[config.mk]
export PLATFORM = sky130hd
export DESIGN_NAME = led_pattern_gen_flat
export DESIGN_NICKNAME = d
export VERILOG_FILES = /design/src/rtl/led_pattern_gen_pkg.sv /design/src/rtl/led_pattern_gen_if.sv /design/src/rtl/led_channel.sv /design/src/rtl/led_pattern_gen.sv /design/src/flat_wrapper.sv
export SDC_FILE = /design/constraint.sdc
export NUM_CORES = 1
export LEC_CHECK = 0
export CORE_UTILIZATION = 59
export DETAILED_ROUTE_END_ITERATION = 16
export GPL_ROUTABILITY_DRIVEN = 0
export PLACE_DENSITY = 0.76
export SLEW_MARGIN = 40
export SYNTH_ARGS = -nofsm -noshare
export SYNTH_HDL_FRONTEND = slang
export SYNTH_SLANG_ARGS = --single-unit
[constraint.sdc]
create_clock -name clk -period 5.6 [get_ports clk]
set_clock_uncertainty 0.15 [all_clocks]
set_input_delay 1.68 -clock clk [delete_from_list [all_inputs] [get_ports clk]]
set_output_delay 1.68 -clock clk [all_outputs]
set_load 0.03 [all_outputs]
[src/rtl/led_pattern_gen_pkg.sv]
// ---------------------------------------------------------------------------
// led_pkg
//   Shared definitions for the LED pattern generator:
//     led_mode_e  - encoding of the cfg_mode field written by software
//     ch_state_e  - per-channel FSM state
//     DEF_*       - default parameter values
//     ch_width()  - width of the channel index field for a given NUM_CH
// ---------------------------------------------------------------------------
package led_pkg;

    typedef enum logic [1:0] {
        MODE_OFF   = 2'd0,
        MODE_ON    = 2'd1,
        MODE_BLINK = 2'd2,
        MODE_BURST = 2'd3
    } led_mode_e;

    typedef enum logic [1:0] {
        ST_IDLE  = 2'd0,
        ST_ON    = 2'd1,
        ST_BLINK = 2'd2,
        ST_BURST = 2'd3
    } ch_state_e;

    localparam int DEF_NUM_CH   = 4;
    localparam int DEF_PERIOD_W = 16;
    localparam int DEF_COUNT_W  = 8;

    // A single channel still needs a one-bit index field.
    function automatic int ch_width(input int n);
        return (n > 1) ? $clog2(n) : 1;
    endfunction

endpackage

[src/rtl/led_pattern_gen_if.sv]
// ---------------------------------------------------------------------------
// led_pattern_gen_if
//   Configuration write bus of the LED pattern generator.
//     cfg_valid  - write request (master -> slave)
//     cfg_ready  - write accepted when high together with cfg_valid
//     cfg_ch     - target channel index
//     cfg_mode   - 0=OFF, 1=ON, 2=BLINK, 3=BURST
//     cfg_period - clocks per LED half-period (0 treated as 1)
//     cfg_count  - pulses in BURST mode
//     cfg_err    - one-cycle pulse after a write to a non-existent channel
//   Modports: master (software/bench side), slave (generator side).
// ---------------------------------------------------------------------------
interface led_pattern_gen_if import led_pkg::*; #(
    parameter int NUM_CH   = DEF_NUM_CH,
    parameter int PERIOD_W = DEF_PERIOD_W,
    parameter int COUNT_W  = DEF_COUNT_W
);
    localparam int CH_W = ch_width(NUM_CH);

    logic                cfg_valid;
    logic                cfg_ready;
    logic [CH_W-1:0]     cfg_ch;
    logic [1:0]          cfg_mode;
    logic [PERIOD_W-1:0] cfg_period;
    logic [COUNT_W-1:0]  cfg_count;
    logic                cfg_err;

    modport master (
        output cfg_valid, cfg_ch, cfg_mode, cfg_period, cfg_count,
        input  cfg_ready, cfg_err
    );

    modport slave (
        input  cfg_valid, cfg_ch, cfg_mode, cfg_period, cfg_count,
        output cfg_ready, cfg_err
    );

endinterface

[src/rtl/led_channel.sv]
// ---------------------------------------------------------------------------
// led_channel
//   One LED channel: mode FSM, half-period counter and toggle counter.
//   Ports:
//     clk, reset            - clock, synchronous active-low reset
//     wr_en                 - configuration write addressed to this channel
//     wr_mode/period/count  - configuration fields of that write
//     led                   - raw (undimmed) LED drive
//     busy                  - channel in BLINK or in a running BURST
//     done                  - one-cycle pulse when a BURST completes
//   A write restarts the channel unconditionally, so it wins over a BURST
//   that would have completed on the same edge.
// ---------------------------------------------------------------------------
module led_channel import led_pkg::*; #(
    parameter int PERIOD_W = DEF_PERIOD_W,
    parameter int COUNT_W  = DEF_COUNT_W
) (
    input  logic                clk,
    input  logic                reset,
    input  logic                wr_en,
    input  led_mode_e           wr_mode,
    input  logic [PERIOD_W-1:0] wr_period,
    input  logic [COUNT_W-1:0]  wr_count,
    output logic                led,
    output logic                busy,
    output logic                done
);

    ch_state_e           state_reg,  state_next;
    logic [PERIOD_W-1:0] hcnt_reg,   hcnt_next;
    logic [PERIOD_W-1:0] period_reg, period_next;
    logic [COUNT_W:0]    tcnt_reg,   tcnt_next;
    logic [COUNT_W-1:0]  count_reg,  count_next;
    logic                led_reg,    led_next;
    logic                done_reg,   done_next;

    logic tick;
    logic last_toggle;

    // period_reg is always >= 1 once BLINK/BURST is entered.
    assign tick        = (hcnt_reg == period_reg - PERIOD_W'(1));
    // A BURST of N pulses is 2*N toggles; this is the last one.
    assign last_toggle = ((tcnt_reg + (COUNT_W+1)'(1)) == {count_reg, 1'b0});

    always_comb begin
        state_next  = state_reg;
        hcnt_next   = hcnt_reg;
        period_next = period_reg;
        tcnt_next   = tcnt_reg;
        count_next  = count_reg;
        led_next    = led_reg;
        done_next   = 1'b0;

        if (wr_en) begin
            hcnt_next   = '0;
            tcnt_next   = '0;
            period_next = (wr_period == '0) ? PERIOD_W'(1) : wr_period;
            count_next  = wr_count;
            led_next    = 1'b0;
            case (wr_mode)
                MODE_OFF:   state_next = ST_IDLE;
                MODE_ON: begin
                    state_next = ST_ON;
                    led_next   = 1'b1;
                end
                MODE_BLINK: state_next = ST_BLINK;
                MODE_BURST: begin
                    // An empty burst completes immediately.
                    if (wr_count == '0) begin
                        state_next = ST_IDLE;
                        done_next  = 1'b1;
                    end else begin
                        state_next = ST_BURST;
                    end
                end
                default:    state_next = ST_IDLE;
            endcase
        end else begin
            case (state_reg)
                ST_BLINK: begin
                    if (tick) begin
                        hcnt_next = '0;
                        led_next  = ~led_reg;
                    end else begin
                        hcnt_next = hcnt_reg + PERIOD_W'(1);
                    end
                end
                ST_BURST: begin
                    if (tick) begin
                        hcnt_next = '0;
                        if (last_toggle) begin
                            state_next = ST_IDLE;
                            tcnt_next  = '0;
                            led_next   = 1'b0;
                            done_next  = 1'b1;
                        end else begin
                            tcnt_next = tcnt_reg + (COUNT_W+1)'(1);
                            led_next  = ~led_reg;
                        end
                    end else begin
                        hcnt_next = hcnt_reg + PERIOD_W'(1);
                    end
                end
                default: ;
            endcase
        end
    end

    always_ff @(posedge clk) begin
        if (!reset) begin
            state_reg  <= ST_IDLE;
            hcnt_reg   <= '0;
            period_reg <= '0;
            tcnt_reg   <= '0;
            count_reg  <= '0;
            led_reg    <= 1'b0;
            done_reg   <= 1'b0;
        end else begin
            state_reg  <= state_next;
            hcnt_reg   <= hcnt_next;
            period_reg <= period_next;
            tcnt_reg   <= tcnt_next;
            count_reg  <= count_next;
            led_reg    <= led_next;
            done_reg   <= done_next;
        end
    end

    assign led  = led_reg;
    assign done = done_reg;
    assign busy = (state_reg == ST_BLINK) || (state_reg == ST_BURST);

endmodule

[src/rtl/led_pattern_gen.sv]
// ---------------------------------------------------------------------------
// led_pattern_gen
//   Multi-channel LED pattern generator (OFF / ON / BLINK / BURST).
//   Ports:
//     clk        - rising-edge clock
//     reset      - synchronous, active-low reset
//     cfg        - configuration write bus (led_pattern_gen_if.slave)
//     dim_level  - global brightness 0..15 (only with LED_DIM_EN)
//     led        - LED drive, bit i = channel i
//     busy       - channel in BLINK or running BURST
//     done       - one-cycle pulse when a channel's BURST completes
//   Build option: define LED_DIM_EN to add dim_level and a shared 4-bit
//   free-running PWM counter gating every LED (led = raw & (pwm < dim)).
// ---------------------------------------------------------------------------
module led_pattern_gen import led_pkg::*; #(
    parameter int NUM_CH   = DEF_NUM_CH,
    parameter int PERIOD_W = DEF_PERIOD_W,
    parameter int COUNT_W  = DEF_COUNT_W
) (
    input  logic              clk,
    input  logic              reset,
    led_pattern_gen_if.slave  cfg,
`ifdef LED_DIM_EN
    input  logic [3:0]        dim_level,
`endif
    output logic [NUM_CH-1:0] led,
    output logic [NUM_CH-1:0] busy,
    output logic [NUM_CH-1:0] done
);

    localparam int               CH_W       = ch_width(NUM_CH);
    localparam logic [CH_W:0]    NUM_CH_EXT = (CH_W+1)'(NUM_CH);

    logic              accept;
    logic              ch_in_range;
    logic              cfg_err_reg, cfg_err_next;
    logic [NUM_CH-1:0] raw_led;

    // Always ready outside reset; reset itself forces ready low.
    assign cfg.cfg_ready = reset;
    assign accept        = cfg.cfg_valid & cfg.cfg_ready;
    // Extra bit so the comparison also works when NUM_CH is a power of two.
    assign ch_in_range   = ({1'b0, cfg.cfg_ch} < NUM_CH_EXT);
    assign cfg_err_next  = accept & ~ch_in_range;

    always_ff @(posedge clk) begin
        if (!reset) begin
            cfg_err_reg <= 1'b0;
        end else begin
            cfg_err_reg <= cfg_err_next;
        end
    end

    assign cfg.cfg_err = cfg_err_reg;

    genvar gi;
    generate
        for (gi = 0; gi < NUM_CH; gi++) begin : g_ch
            logic wr_en;
            assign wr_en = accept && ch_in_range && (cfg.cfg_ch == CH_W'(gi));

            led_channel #(
                .PERIOD_W (PERIOD_W),
                .COUNT_W  (COUNT_W)
            ) u_channel (
                .clk       (clk),
                .reset     (reset),
                .wr_en     (wr_en),
                .wr_mode   (led_mode_e'(cfg.cfg_mode)),
                .wr_period (cfg.cfg_period),
                .wr_count  (cfg.cfg_count),
                .led       (raw_led[gi]),
                .busy      (busy[gi]),
                .done      (done[gi])
            );
        end
    endgenerate

`ifdef LED_DIM_EN
    logic [3:0] pwm_cnt_reg, pwm_cnt_next;
    logic       pwm_on;

    assign pwm_cnt_next = pwm_cnt_reg + 4'd1;

    always_ff @(posedge clk) begin
        if (!reset) begin
            pwm_cnt_reg <= 4'd0;
        end else begin
            pwm_cnt_reg <= pwm_cnt_next;
        end
    end

    // dim_level=0 never enables; 15 enables 15 of every 16 cycles.
    assign pwm_on = (pwm_cnt_reg < dim_level);
    assign led    = raw_led & {NUM_CH{pwm_on}};
`else
    assign led = raw_led;
`endif

endmodule
[src/flat_wrapper.sv]
// flat-port wrapper written by rule: the top's interface ports become plain ports
module led_pattern_gen_flat import led_pkg::*;
#(
    parameter int NUM_CH   = DEF_NUM_CH,
    parameter int PERIOD_W = DEF_PERIOD_W,
    parameter int COUNT_W  = DEF_COUNT_W
)
  (clk, reset, led, busy, done, cfg_cfg_valid, cfg_cfg_ch, cfg_cfg_mode, cfg_cfg_period, cfg_cfg_count, cfg_cfg_ready, cfg_cfg_err);
  led_pattern_gen_if #(.NUM_CH(NUM_CH), .PERIOD_W(PERIOD_W), .COUNT_W(COUNT_W)) cfg_i ();
  input  logic clk;
  input  logic reset;
  output logic [NUM_CH-1:0] led;
  output logic [NUM_CH-1:0] busy;
  output logic [NUM_CH-1:0] done;
  input wire logic [$bits(cfg_i.cfg_valid)-1:0] cfg_cfg_valid;
  input wire logic [$bits(cfg_i.cfg_ch)-1:0] cfg_cfg_ch;
  input wire logic [$bits(cfg_i.cfg_mode)-1:0] cfg_cfg_mode;
  input wire logic [$bits(cfg_i.cfg_period)-1:0] cfg_cfg_period;
  input wire logic [$bits(cfg_i.cfg_count)-1:0] cfg_cfg_count;
  output wire logic [$bits(cfg_i.cfg_ready)-1:0] cfg_cfg_ready;
  output wire logic [$bits(cfg_i.cfg_err)-1:0] cfg_cfg_err;
  assign cfg_i.cfg_valid = cfg_cfg_valid;
  assign cfg_i.cfg_ch = cfg_cfg_ch;
  assign cfg_i.cfg_mode = cfg_cfg_mode;
  assign cfg_i.cfg_period = cfg_cfg_period;
  assign cfg_i.cfg_count = cfg_cfg_count;
  assign cfg_cfg_ready = cfg_i.cfg_ready;
  assign cfg_cfg_err = cfg_i.cfg_err;
  led_pattern_gen #(.NUM_CH(NUM_CH), .PERIOD_W(PERIOD_W), .COUNT_W(COUNT_W)) u_core (.clk(clk), .reset(reset), .cfg(cfg_i), .led(led), .busy(busy), .done(done));
endmodule
==> run metrics <==
TritonCTS buffer count 26; synthesis-to-finish area growth 12.0%; leakage roughly 0.0052 uW; Placed Cells between 1,500 and 2,000; final WL 28.9 mm; First-pass DRT Iterations 7; vias per cell 5.85; Yosys top cell area share 36.2%; Worst-path clk slew ~60 ps; crit-path cells buf_4, clkdlybuf4s50_1; Buf/Inv on CP 2; status finished, final reports clean; Syn Area/Cell ~7.7 um2; routed via count about 10,000; die width ~140 um; Clk Latency, worst-skew pair around 530 ps; TritonCTS clock tree done; max incr delay on CP 660 ps; chip height approximately 140 um; Sinks on Clock Net 212; final slew viol count 0; initial antenna violation count 0; setup violators final 0; drt drc 0; sequential-to-total area share from yosys stat around 36%; VDD IR-drop max slightly below 200 uV; largest net degree at the start of global routing 61; Layout Cells excl Fill between 1,500 and 2,000; CP endpoint kind output pin; Post-synth ARST share 0%; cell family contributing the most delay on the critical path buffers and inverters; max cap viols 0; root buf cell clkbuf_16; DP HPWL 20.2 mm; Mapped Area ~12,000 um2; Routed wire per std cell roughly 16 um; CTS H-tree lvls 1; Synth cell types between 70 and 80; EDFF count, synth 0; Layout fillers 1,651; kind of critical path primary input to output pin; Final #Nets approximately 1,500; Critical Path AT between 2000 and 2500 ps; Worst Max-Slew Pin Slew ~800 ps; total gr overflow 0; Die Area 20,400 um2; share of cells above drive strength 1 5.87%; row cnt 51; warnings from Yosys 0; Initial Utilization between 60% and 70%; Total GRT Usage 28.5%; final worst path period share approximately 76%; CP max-delay cell clkdlybuf4s50_1; Post-CTS Setup Repair Bufs 0; #FFs+latches synth between 200 and 250; Slew headroom a little under half; IO buf count 43; n_diodes 0; fmax about 0.24 GHz; critical path peak fanout 2; Cells after Synth ~1,500; most frequent cells in the layout 267 x nand2_1, 212 x dfxtp_1, 161 x nand3_1; WP data required ~3800 ps; largest area contributor in the synthesized netlist dfxtp_1; CORE AREA slightly below 20,000 um2; first-pass GRT wire length approximately 47 mm; Pwr Density roughly 290 nW/um2; Hold-fix buffers, CTS 0; RSZ-0062 raised after global routing no; post-route ant nets 0; Initial DRC Count a little over 700; startpoint types primary input; hold crit path type register to register; multi-input logic area approximately 7000 um2; most common cell after layout, fill and taps aside nand2_1; min Tclk post-route approximately 4300 ps; IO Count 45; Final TNS setup 0 ps; Area contributors post-synth dfxtp_1 36%, nand2_1 8.6%, xnor2_1 8.5%; FF/Latch Area roughly 4200 um2; Hold Vio Cnt, Final 0; Max Root-Sink Buffers 3; cts repair resizes 0; main flop type after synthesis dfxtp_1; number of global-route vias before repair 9,347; Final Util between 60% and 70%; Post-Syn Nets ~1,600
## per-layer routing
| layer | track usage [%] | vias up | wire (um) | part of all wire (%) |
|---|---|---|---|---|
| li1 | - | 5179 | - | - |
| met1 | 38.9 | 4912 | 13400 | 46 |
| met2 | 47.3 | 294 | 13400 | 46 |
| met3 | 4.06 | 37 | 1640 | 5.7 |
| met4 | 6.62 | 0 | 448 | 1.5 |
| met5 | 0 | - | 0 | 0 |
## report_power, final
part / internal, uW / switching (uW)
registers: 1540 / 39.3
clock network: 1200 / 645
logic: 144 / 200
total: 2880 / 884
## path summary, 6_finish.rpt
kind	startpoint	to	slack (ps)	cells after the start
max	reset	cfg_cfg_ready	1350	2
max reg2reg	u_core.g_ch[3].u_channel.period_reg[0]	u_core.g_ch[3].u_channel.tcnt_reg[3]	1650	10
min	u_core.g_ch[2].u_channel.period_reg[15]	u_core.g_ch[2].u_channel.period_reg[15]	320	2
min reg2reg	u_core.g_ch[2].u_channel.period_reg[15]	u_core.g_ch[2].u_channel.period_reg[15]	320	2
## metrics by stage
stage / area (um2) / total power [uW] / hold slack (ps) / worst slack (ps)
after floorplan: 11700 / 1840 / 294 / 1950
after detailed placement: 12200 / 1950 / 309 / 1220
final: 13100 / 3760 / 318 / 1350
after global routing: 13100 / 3890 / 346 / 1330
after CTS: 13100 / 3780 / 318 / 1350
after global placement: 12100 / 1940 / 307 / 1170
## cells by family (layout without fill, tap and decap cells)
group	after synthesis	count (layout)	share of synthesized area (%)
AO/OA/AOI/OAI	179	179	10.3
XOR/XNOR	194	194	14.5
adder cells (fa/ha/maj)	12	12	1.28
buffers and inverters	132	133	4.84
flip-flops	212	212	36.2
multiplexers	11	11	0.971
other	1	1	0.0320
AND/OR/NAND/NOR	774	774	31.9
## area by class of cell
cell class / count / share of cell area (%)
Multi-Input combinational cell: 1171 / 53.0
Sequential cell: 212 / 32.3
Clock buffer: 39 / 6.02
Timing Repair Buffer: 56 / 4.00
Tap cell: 265 / 2.52
Clock inverter: 8 / 1.29
Inverter: 30 / 0.857
## Yosys cell counts (all sizes together) (10+ instances only)
| cell | number |
|---|---|
| nand4 | 22 |
| a31oi | 10 |
| a21oi | 43 |
| nand2 | 268 |
| dfxtp | 212 |
| nand3 | 161 |
| buf | 31 |
| o21ai | 39 |
| and4 | 12 |
| nor4 | 25 |
| and3 | 33 |
| inv | 30 |
| xnor2 | 114 |
| o211ai | 12 |
| clkbuf | 71 |
| nor3 | 32 |
| xor2 | 80 |
| nor2 | 130 |
| or3 | 19 |
| and2 | 12 |
| ha | 12 |
| nand3b | 12 |
Power figures use the tool's default switching activity.
